## src/rtl/reg_file_dump.sv

```systemverilog
// Register file dump engine: walks every address over a synchronous read port
// and streams each captured word with its address on a valid/ready output.
module reg_file_dump #(
    parameter int WORD_WIDTH    = 32,
    parameter int ADDRESS_WIDTH = 5
) (
    input  logic                     clk,
    input  logic                     rst,
    input  logic                     start,
    output logic                     busy,
    output logic                     done,
    output logic [ADDRESS_WIDTH-1:0] RA,
    input  logic [WORD_WIDTH-1:0]    RD,
    output logic                     out_valid,
    input  logic                     out_ready,
    output logic [WORD_WIDTH-1:0]    out_data,
    output logic [ADDRESS_WIDTH-1:0] out_addr
);

    typedef enum logic [1:0] {
        IDLE,
        READ,
        CAPTURE,
        SEND
    } state_t;

    localparam logic [ADDRESS_WIDTH-1:0] LAST_ADDR = '1;

    state_t                   state, state_nx;
    logic [ADDRESS_WIDTH-1:0] addr, addr_nx;
    logic [WORD_WIDTH-1:0]    data_nx;
    logic [ADDRESS_WIDTH-1:0] oaddr_nx;
    logic                     valid_nx;
    logic                     done_nx;

    assign RA   = addr;
    assign busy = (state != IDLE);

    // Next-state and next-register values; everything holds unless changed.
    always_comb begin
        state_nx = state;
        addr_nx  = addr;
        data_nx  = out_data;
        oaddr_nx = out_addr;
        valid_nx = out_valid;
        done_nx  = 1'b0;
        unique case (state)
            IDLE: begin
                if (start) begin
                    addr_nx  = '0;
                    state_nx = READ;
                end
            end
            READ: begin
                state_nx = CAPTURE;
            end
            CAPTURE: begin
                data_nx  = RD;
                oaddr_nx = addr;
                valid_nx = 1'b1;
                state_nx = SEND;
            end
            SEND: begin
                if (out_ready) begin
                    valid_nx = 1'b0;
                    if (addr == LAST_ADDR) begin
                        // Park addr at 0 so RA reads 0 while idle.
                        addr_nx  = '0;
                        done_nx  = 1'b1;
                        state_nx = IDLE;
                    end else begin
                        addr_nx  = addr + 1'b1;
                        state_nx = READ;
                    end
                end
            end
            default: begin
                state_nx = IDLE;
            end
        endcase
    end

    // State and datapath registers with asynchronous reset.
    always_ff @(posedge clk or posedge rst) begin
        if (rst) begin
            state     <= IDLE;
            addr      <= '0;
            out_data  <= '0;
            out_addr  <= '0;
            out_valid <= 1'b0;
            done      <= 1'b0;
        end else begin
            state     <= state_nx;
            addr      <= addr_nx;
            out_data  <= data_nx;
            out_addr  <= oaddr_nx;
            out_valid <= valid_nx;
            done      <= done_nx;
        end
    end

endmodule
```

## config.mk

```make
export PLATFORM = sky130hd
export DESIGN_NAME = reg_file_dump
export DESIGN_NICKNAME = d
export VERILOG_FILES = /design/src/rtl/reg_file_dump.sv
export SDC_FILE = /design/constraint.sdc
export NUM_CORES = 1
export LEC_CHECK = 0
export CAP_MARGIN = 0
export CORE_ASPECT_RATIO = 1.25
export CORE_MARGIN = 2
export CORE_UTILIZATION = 30
export CTS_CLUSTER_SIZE = 12
export DETAILED_ROUTE_END_ITERATION = 8
export PLACE_DENSITY_LB_ADDON = 0.12
export REMOVE_ABC_BUFFERS = 1
export SLEW_MARGIN = 10
export SYNTH_ARGS = -nofsm -noshare
export SYNTH_HDL_FRONTEND = slang
export SYNTH_SLANG_ARGS = --single-unit
```

## constraint.sdc

```tcl
create_clock -name clk -period 1.8 [get_ports clk]
set_input_delay 0.27 -clock clk [delete_from_list [all_inputs] [get_ports clk]]
set_output_delay 0.27 -clock clk [all_outputs]
set_load 0.1 [all_outputs]
```

==> impl_results.md, run 1 <==
* Clock skew at 0.003170 ns
* Min-Delay Path Class: in -> async
* Fill cells at 594
* Synth Area per Inst at 14.41 sq um
* GRT overflow at 0
* Fin crit period at 1.659 ns
* Routed via count at 1405
* Layout area overhead at 54.28%
* Clock Sinks at 46
* Number of setup buffers added after CTS at 0
* H-tree levels at 2
* Fin cells at 310
* Post-DP HPWL at 3.488 mm
* Critical Path RT at 2.02 ns
* Clk buf depth at 2
* Setup tns final at 0 ns
* Detailed-route wire length at 4.494 mm
* Max-slew violations at 0
* Clock latency on the worst-skew pair at 0.29 ns
* Drt pass-1 iters at 4
* Top_reg_cell synth: dfrtp_1
* Post-synth EDFFs at 0
* Die ar. at 0.007198 sq mm
* Critical path data arrival time at 1.88 ns
* Routability cong. at approximately 0.87
* Crit Path Max Fanout at 6
* Drt wl/cell at 14.50 um
* Nets at 266
* Synth top cells by count: dfrtp_1 (46), mux2_2 (37), ha_1 (6), inv_1 (6), buf_2 (5)
* Post-route cell area at 0.003023 sq mm
* Root Buffer: clkbuf_8
* Post-route ant nets at 0
* Area share of the largest cell type after synthesis at 58.75%
* Post-DP Area at 0.002923 sq mm
* Final setup vio count at 0
* R2r setup slk at 0.14 ns
* Chip width at ~76 um
* Post-synthesis cell type count at 27
* Initial Utilization at a little under a third
* Global-route usage over all layers at 13.17%
* Number of global-route vias before repair at between 1000 and 1500
* IO Count at 81
* Startpoint types: flip-flop
* Seq/Total Area, Yosys at about three fifths
* Site row count at 32
* Die height at approximately 94 um
* Post-Syn Area at 0.001959 sq mm
* RSZ-0062 raised after global routing: false
* Max Fclk at 602.8 MHz
* Core ar. at around 0.0062 sq mm
* Tcrit/Tclk final at 92.17%
* TritonCTS buffer count at 5
* Max-cap violations at 0
* First-pass GRT wire length at 7.396 mm
* Most frequent cell after synthesis: dfrtp_1
* Count of state elements after synthesis at 46
* CTS tree: done
* Initial drt markers at 47
* Largest cells by area after synthesis: dfrtp_1 (59%), mux2_2 (21%), ha_1 (3.8%)
* Largest net degree at the start of global routing at 31
* Synth Instances at 136
* Status: completed
* Worst slew pin tran at 0.4551 ns
* DRC at 0
* Ys Warns at 0
* Rel. slew slack at 69.38%
* Area leader, netlist: dfrtp_1
* Placed Cells at 302
* IO Port Bufs at 80
* Clock slew at reported path FFs at 0.08 ns
* Worst Path Class, Setup: reg -> reg
* Initial antenna violation count at 0
* Hold_buf cts at 0
* Fraction of registers with async set/reset at 100.0%
* Vias per cell at roughly 4.5
* Critical Path End Type: flip-flop
* Proportion of layout cells with a drive suffix above 1 at 46.22%
* Final Hold Viols at 0
* Post-CTS resize count at 0
* Ant. Diodes at 0
-- sequential cells by signal, indices dropped and copies added (netlist names) --
register / flops
RA: 5
out_data: 32
out_addr: 5
out_valid: 1
state: 2
done: 1
-- metrics by stage --
step	hold slack (ns)	utilization [%]	setup WS, ns
after floorplan	0.3803	-	-0.3650
after global routing	0.2908	48.40	0.01051
final	0.2730	48.40	0.1410
after global placement	0.4906	46.79	0.1503
after CTS	0.2737	48.32	0.02439
after detailed placement	0.4966	46.79	0.02676
-- per-layer routing --
metal	vias up	GRT usage [%]	part of all wire [%]
li1	662	-	-
met1	680	15.18	41
met2	57	22.57	51
met3	6	4.207	6.1
met4	0	5.909	1.5
met5	-	0	0
-- cells in the final DEF (no fill, tap or decap), drive strengths merged, types with 3 or more instances in the layout --
cell type / count
buf: 52
dfrtp: 46
mux2: 38
clkdlybuf4s50: 35
clkbuf: 6
inv: 6
ha: 6
and3: 3
nand3: 3
nor2: 3
mux2i: 3
nor2b: 3
-- cell type report --
class / count / area, sq um / area share, %
flip-flops and latches: 46 / 1151 / 38.08
repair buffers: 87 / 890.9 / 29.47
clock buffers: 6 / 82.58 / 2.732
clock inverters: 2 / 12.51 / 0.4139
inverters: 6 / 22.52 / 0.7450
multi-input cells: 78 / 757.0 / 25.04
well taps: 85 / 106.4 / 3.518
-- worst paths after layout --
path / startpoint / endpoint / cells after the start
max: state[0] / RA[3] / 5
min reg2reg: out_addr[4] / out_addr[4] / 1
max reg2reg: state[0] / RA[3] / 5
min in group clk: out_addr[4] / out_addr[4] / 1
min: rst / out_data[3] / 2
max in group asynchronous: rst / RA[0] / 3
-- cells by family after synthesis --
| logic type | after synthesis | share of synthesized area (%) |
|---|---|---|
| flip-flops | 46 | 58.75 |
| multiplexers | 41 | 23.37 |
| AND/OR/NAND/NOR | 17 | 5.492 |
| AO/OA/AOI/OAI | 14 | 5.556 |
| buffers and inverters | 12 | 3.001 |
| adder cells (fa/ha/maj) | 6 | 3.831 |
-- worst max-delay path, cell delays in order (launching register included) --
cell,delay (ns)
dfrtp_1,0.41
inv_1,0.11
ha_2,0.24
nor2b_4,0.15
nor4_1,0.45
mux2i_1,0.23
Power of run 1 is not shown: default switching activity piles up to over one toggle a cycle in this logic, so the estimate is an artifact.
==> run 2, diff against run 1 <==
Settings changed: ABC_AREA set to 1, PLACE_DENSITY_LB_ADDON 0.12 to not set.
==> run 2 against run 1 <==
- register-to-register slack improved by 0.16 ns
- maximum frequency rose by 4.3%
- non-clock buffer count fell by 3
- synthesized area fell by 2.6%
- final cell count rose by 3.5%
- critical path depth fell by 1
- final area fell by 3.3%
- count of clock-buffer cells in the layout fell by 1
- highest routed layer unchanged
- synthesized cell count rose by 9.6%
- hold slack improved by 0.017 ns
- routed wire length fell by 14%
- worst setup slack improved by 0.068 ns
- critical path type is now reg -> out
==> impl_results.md, run 2 <==
* Met3 Wirelength at about 270 um
* DRC at 0
* Global-route usage over all layers at 11.66%
* Clock Sinks at 46
* Largest register FFs at 32
* Core ar. at a little over 0.006 sq mm
* Synth top cells by count: dfrtp_1 (46), mux2_2 (35), nand2_1 (18)
* Area leader, netlist: dfrtp_1
* Routed via count at 1380
* Crit Path Max Fanout at 4
* Post-synth EDFFs at 0
* Most frequent cell after synthesis: dfrtp_1
* Critical Path End Type: primary output
* Die height at 93.20 um
* Fin crit period at 1.591 ns
* Status: completed
* Clock skew at about 0.0056 ns
* Largest net degree at the start of global routing at 29
* Post-route ant nets at 0
* Top_reg_cell synth: dfrtp_1
* Routability cong. at roughly 0.77
* Final setup vio count at 0
* WL met2 at about 1.9 mm
* CTS tree: done
* Rel. slew slack at 72.09%
* Max-cap violations at 0
* Fraction of synthesized area in multiplexers at 20.64%
* Crit path max-delay cell type: dfrtp_1
* Die ar. at 0.007023 sq mm
* Multi-input logic area at 681.9 sq um
* Layout area overhead at 53.08%
* Initial antenna violation count at 0
* Post-DP Area at 0.002844 sq mm
* Worst Path Class, Setup: reg -> out
* Max Fclk at 628.5 MHz
* Family with the most delay on the worst path: buffers and inverters
* Critical Path Most Common Cell: inv_1
* Synth Area in Compound Gates at 2.490%
* Final Hold Viols at 0
* Ys Warns at 0
* Most frequent cells in the layout: dfrtp_1 (46), buf_4 (38), mux2_2 (35), clkdlybuf4s50_1 (35), nand2_1 (18)
* Post-DP HPWL at between 2 and 3 mm
* Worst hold slack at 0.2901 ns
* Max-slew violations at 0
* Detailed-route wire length at 3.858 mm
* Buffers plus inverters on the worst setup path at 3
* Pre-CTS setup slack at 0.3276 ns
* Clock slew at reported path FFs at around 0.080 ns
* Synth Area per Inst at 12.81 sq um
* Post-CTS resize count at 0
* RSZ-0062 raised after global routing: false
* Worst slew pin tran at 0.4181 ns
* Root Buffer: clkbuf_8
* Area share of the largest cell type after synthesis at 60.29%
* Crit path largest cell delay at 0.38 ns
* Largest cells by area after synthesis: dfrtp_1 (60%), mux2_2 (21%), ha_1 (3.9%)
* TritonCTS buffer count at 5
* Startpoint types: flip-flop
* Min-Delay Path Class: in -> async
* Post-Synth Simple-Gate Area at 8.519%
* Ant. Diodes at 0
* Highest Signal Layer: met4
* Proportion of layout cells with a drive suffix above 1 at around 42%
* Wire length on met1 at about 1.6 mm
* Post-Syn Area at 0.001909 sq mm
* Initial Utilization at 30.97%
* Commonest non-fill, non-tap cell in the layout: dfrtp_1
* Number of global-route vias before repair at 1284
* Critical path data arrival time at 1.32 ns
* Count of state elements after synthesis at 46
* Largest reg by FF count: out_data
* Site row count at 32
* First-pass GRT wire length at 6.168 mm
* CP cell instances: inv_1 -> ha_1 -> inv_1 -> buf_12
* Critical Path RT at 1.53 ns
* Vias per cell at about 4.3
* Drt pass-1 iters at 4
* IO Count at 81
* H-tree levels at 2
* Post-synthesis cell type count at 18
* Post-route cell area at 0.002923 sq mm
* Initial drt markers at 47
* Post-Synth XOR/XNOR Area at 0%
* Nets at 278
* Fraction of registers with async set/reset at between 90% and 100%
* Post-Synth Adder-Cell Area at between 3 and 4%
* Chip width at 75.36 um
* Fill cells at 601
* Final setup margin at 0.2090 ns
* Final Util at 47.40%
* Clk buf depth at 2
* Combinational family with the most area after synthesis: multiplexers
* Hold_buf cts at 0
* Synth Instances at 149
* Register area at 0.001151 sq mm
* Seq/Total Area, Yosys at 60.29%
* Clock latency on the worst-skew pair at 0.29 ns
* Number of setup buffers added after CTS at 0
* Tcrit/Tclk final at 88.39%
* Drt wl/cell at 12.02 um
* GRT overflow at 0
* IO Port Bufs at 80
[run 2: layer usage]
layer / vias to the layer above / track usage [%]
li1: 670 / -
met1: 663 / 14.68
met2: 45 / 18.26
met3: 2 / 4.310
met4: 0 / 3.947
met5: - / 0
[run 2: logic make-up (layout without fill, tap and decap cells)]
| group | after synthesis | after routing |
|---|---|---|
| adders and majority gates | 6 | 6 |
| muxes | 35 | 35 |
| and+or+nand+nor | 36 | 36 |
| DFF | 46 | 46 |
| buffers and inverters | 17 | 104 |
| AOI/OAI and AO/OA | 9 | 9 |
[run 2: layout make-up]
cell class,instances,area share (%)
flip-flops and latches,46,39.38
repair buffers,84,29.28
multi-input cells,86,23.33
well taps,85,3.639
clock buffers,5,2.354
inverters,13,1.670
clock inverters,2,0.3425
[run 2: worst paths after layout]
path | cells past startpoint | slack [ns] | endpoint | start
max in group asynchronous | 3 | 1.01 | out_data[18] | rst
max | 4 | 0.21 | busy | state[0]
max reg2reg | 7 | 0.30 | RA[0] | RA[1]
min reg2reg | 1 | 0.51 | out_data[26] | out_data[26]
min in group clk | 1 | 0.51 | out_data[26] | out_data[26]
min | 2 | 0.29 | out_data[21] | rst
[run 2: metrics by stage]
stage | setup TNS, ns | std cells
2_1_floorplan | -7.970 | 145
3_3_place_gp | 0 | 314
3_5_place_dp | 0 | 314
4_1_cts | 0 | 321
5_1_grt | 0 | 321
6_report | 0 | 321
Power of run 2 is left out for the same reason.
==> variant: new RTL, settings of run 2 <==
Set the parameter `ADDRESS_WIDTH` to 4 (it was 5).
--- a/src/rtl/reg_file_dump.sv
+++ b/src/rtl/reg_file_dump.sv
@@ -2,7 +2,7 @@
 // and streams each captured word with its address on a valid/ready output.
 module reg_file_dump #(
     parameter int WORD_WIDTH    = 32,
-    parameter int ADDRESS_WIDTH = 5
+    parameter int ADDRESS_WIDTH = 4
 ) (
     input  logic                     clk,
     input  logic                     rst,
Ports: changed (resized RA and out_addr); port bits go from 81 to 79. The function was not compared with the original's and may differ.
==> variant against run 2 <==
- via count decreased by 5.4%
- wire length decreased by 1.9%
- worst setup slack got worse by 0.011 ns
- fmax decreased by 0.66%
- highest routed layer unchanged
- sequential cell count decreased by 2
- final area decreased by 4.1%
- area after synthesis decreased by 5.3%
- critical path type unchanged
Power is left out: the tool's default activity adds up to more than one toggle a clock period on the data nets, which glitch-free logic cannot reach.
==> variant: results (changes against run 2) <==
| Metric | Value |
|---|---|
| Status | `complete, no violations` |
| First-pass GRT wire length | `6090 um (-1.3%)` |
| Slowest stage delay, CP | `0.41 ns (+0.03 ns)` |
| GRT Total Usage | `0.119 (+0.00219)` |
| Sequential share of the synthesized area | `0.609 (+0.00611)` |
| Initial DRC Count | `60 (+28%)` |
| Worst path arrival time | `1.33 ns` |
| Setup repair bufs after CTS | `0 (unchanged)` |
| Most instantiated cells after synthesis | `44 x dfrtp_1, 33 x mux2_2, 23 x nand2_1, 13 x inv_1, 7 x nor2_1` |
| R2R Setup Slk | `0.35 ns (+0.05 ns)` |
| Reg2Reg Depth | `4 (-3)` |
| Worst r2r src | `state[0]` |
| Post-synthesis cell type count | `12 (-6)` |
| Share of cells above drive strength 1 | `0.393 (-0.0307)` |
| Reg2reg end | `out_data[18]` |
| Synth area leaders | `dfrtp_1 61%, mux2_2 21%, nand2_1 4.8%` |
| Largest net degree at the start of global routing | `35 (+21%)` |
| Vias in the first global route | `1333 (+3.8%)` |
| Fin nets | `269 (-3.2%)` |
| Max_slew headroom | `0.739 (+0.0182)` |
| Ys Warns | `0 (unchanged)` |
| Worst Skew | `0.00707 ns (+0.00145 ns)` |
| Detail Placement HPWL | `2900 um (+1.7%)` |
| Final Wtd Congestion | `0.729 (-4.9%)` |
| Routed wl met2 | `1980 um (+3.2%)` |
| Port buffer count | `78 (-2.5%)` |
| Top reg by flops | `out_data` |
| WL met1 | `1480 um (-9.5%)` |
| Placed Area | `0.00270 mm^2 (-5.2%)` |
-- variant: cell types whose count changed after synthesis, moves of 2 or more --
cell     delta
buf_4       -4
nand2_1     +5
dfrtp_1     -2
nand2_2     -3
nand3_1     +2
buf_6       +4
mux2_2      -2
-- variant: worst max-delay path, delay by kind of cell (launching register included) --
family | cells | cell delay [ns]
flops | 1 | 0.41
buf+inv | 3 | 0.40
fa+ha+maj | 1 | 0.23
-- variant: layout make-up --
cell class	instances	area, um^2
Multi-Input combinational cell	81	616
Inverter	13	48.8
Fill cell	563	3010
Clock inverter	2	35.0
Timing Repair Buffer	83	848
Tap cell	66	82.6
Sequential cell	44	1100
Clock buffer	6	72.6
-- variant: worst max path at each step --
stage              from      endpoint  slack [ns]
6_report       state[0]          busy        0.20
3_5_place_dp   state[0]  out_data[18]        0.35
5_1_grt        state[0]          busy        0.11
4_1_cts        state[0]          busy        0.19
3_3_place_gp   state[0]  out_data[13]        0.40
2_1_floorplan  state[0]   out_addr[1]       -0.20
-- variant: per-stage QoR --
step                hold WS (ns)  std cells  TNS (ns)
finish                     0.269        295         0
global route               0.292        295         0
CTS                        0.279        295         0
detailed placement         0.497        287         0
global placement           0.491        287         0
floorplan                  0.414        138     -6.42
-- variant: cell families (layout without fill, tap and decap cells) --
family / Yosys count / count (layout) / synth area share
buf+inv: 17 / 104 / 0.0519
fa+ha+maj: 5 / 5 / 0.0346
mux: 33 / 33 / 0.206
simple gates: 36 / 36 / 0.0796
flops: 44 / 44 / 0.609
compound gates: 7 / 7 / 0.0194
-- variant: metal layers --
layer / up-vias / GRT usage
li1: 633 / -
met1: 624 / 0.138
met2: 41 / 0.200
met3: 7 / 0.0346
met4: 0 / 0.0500
met5: - / 0
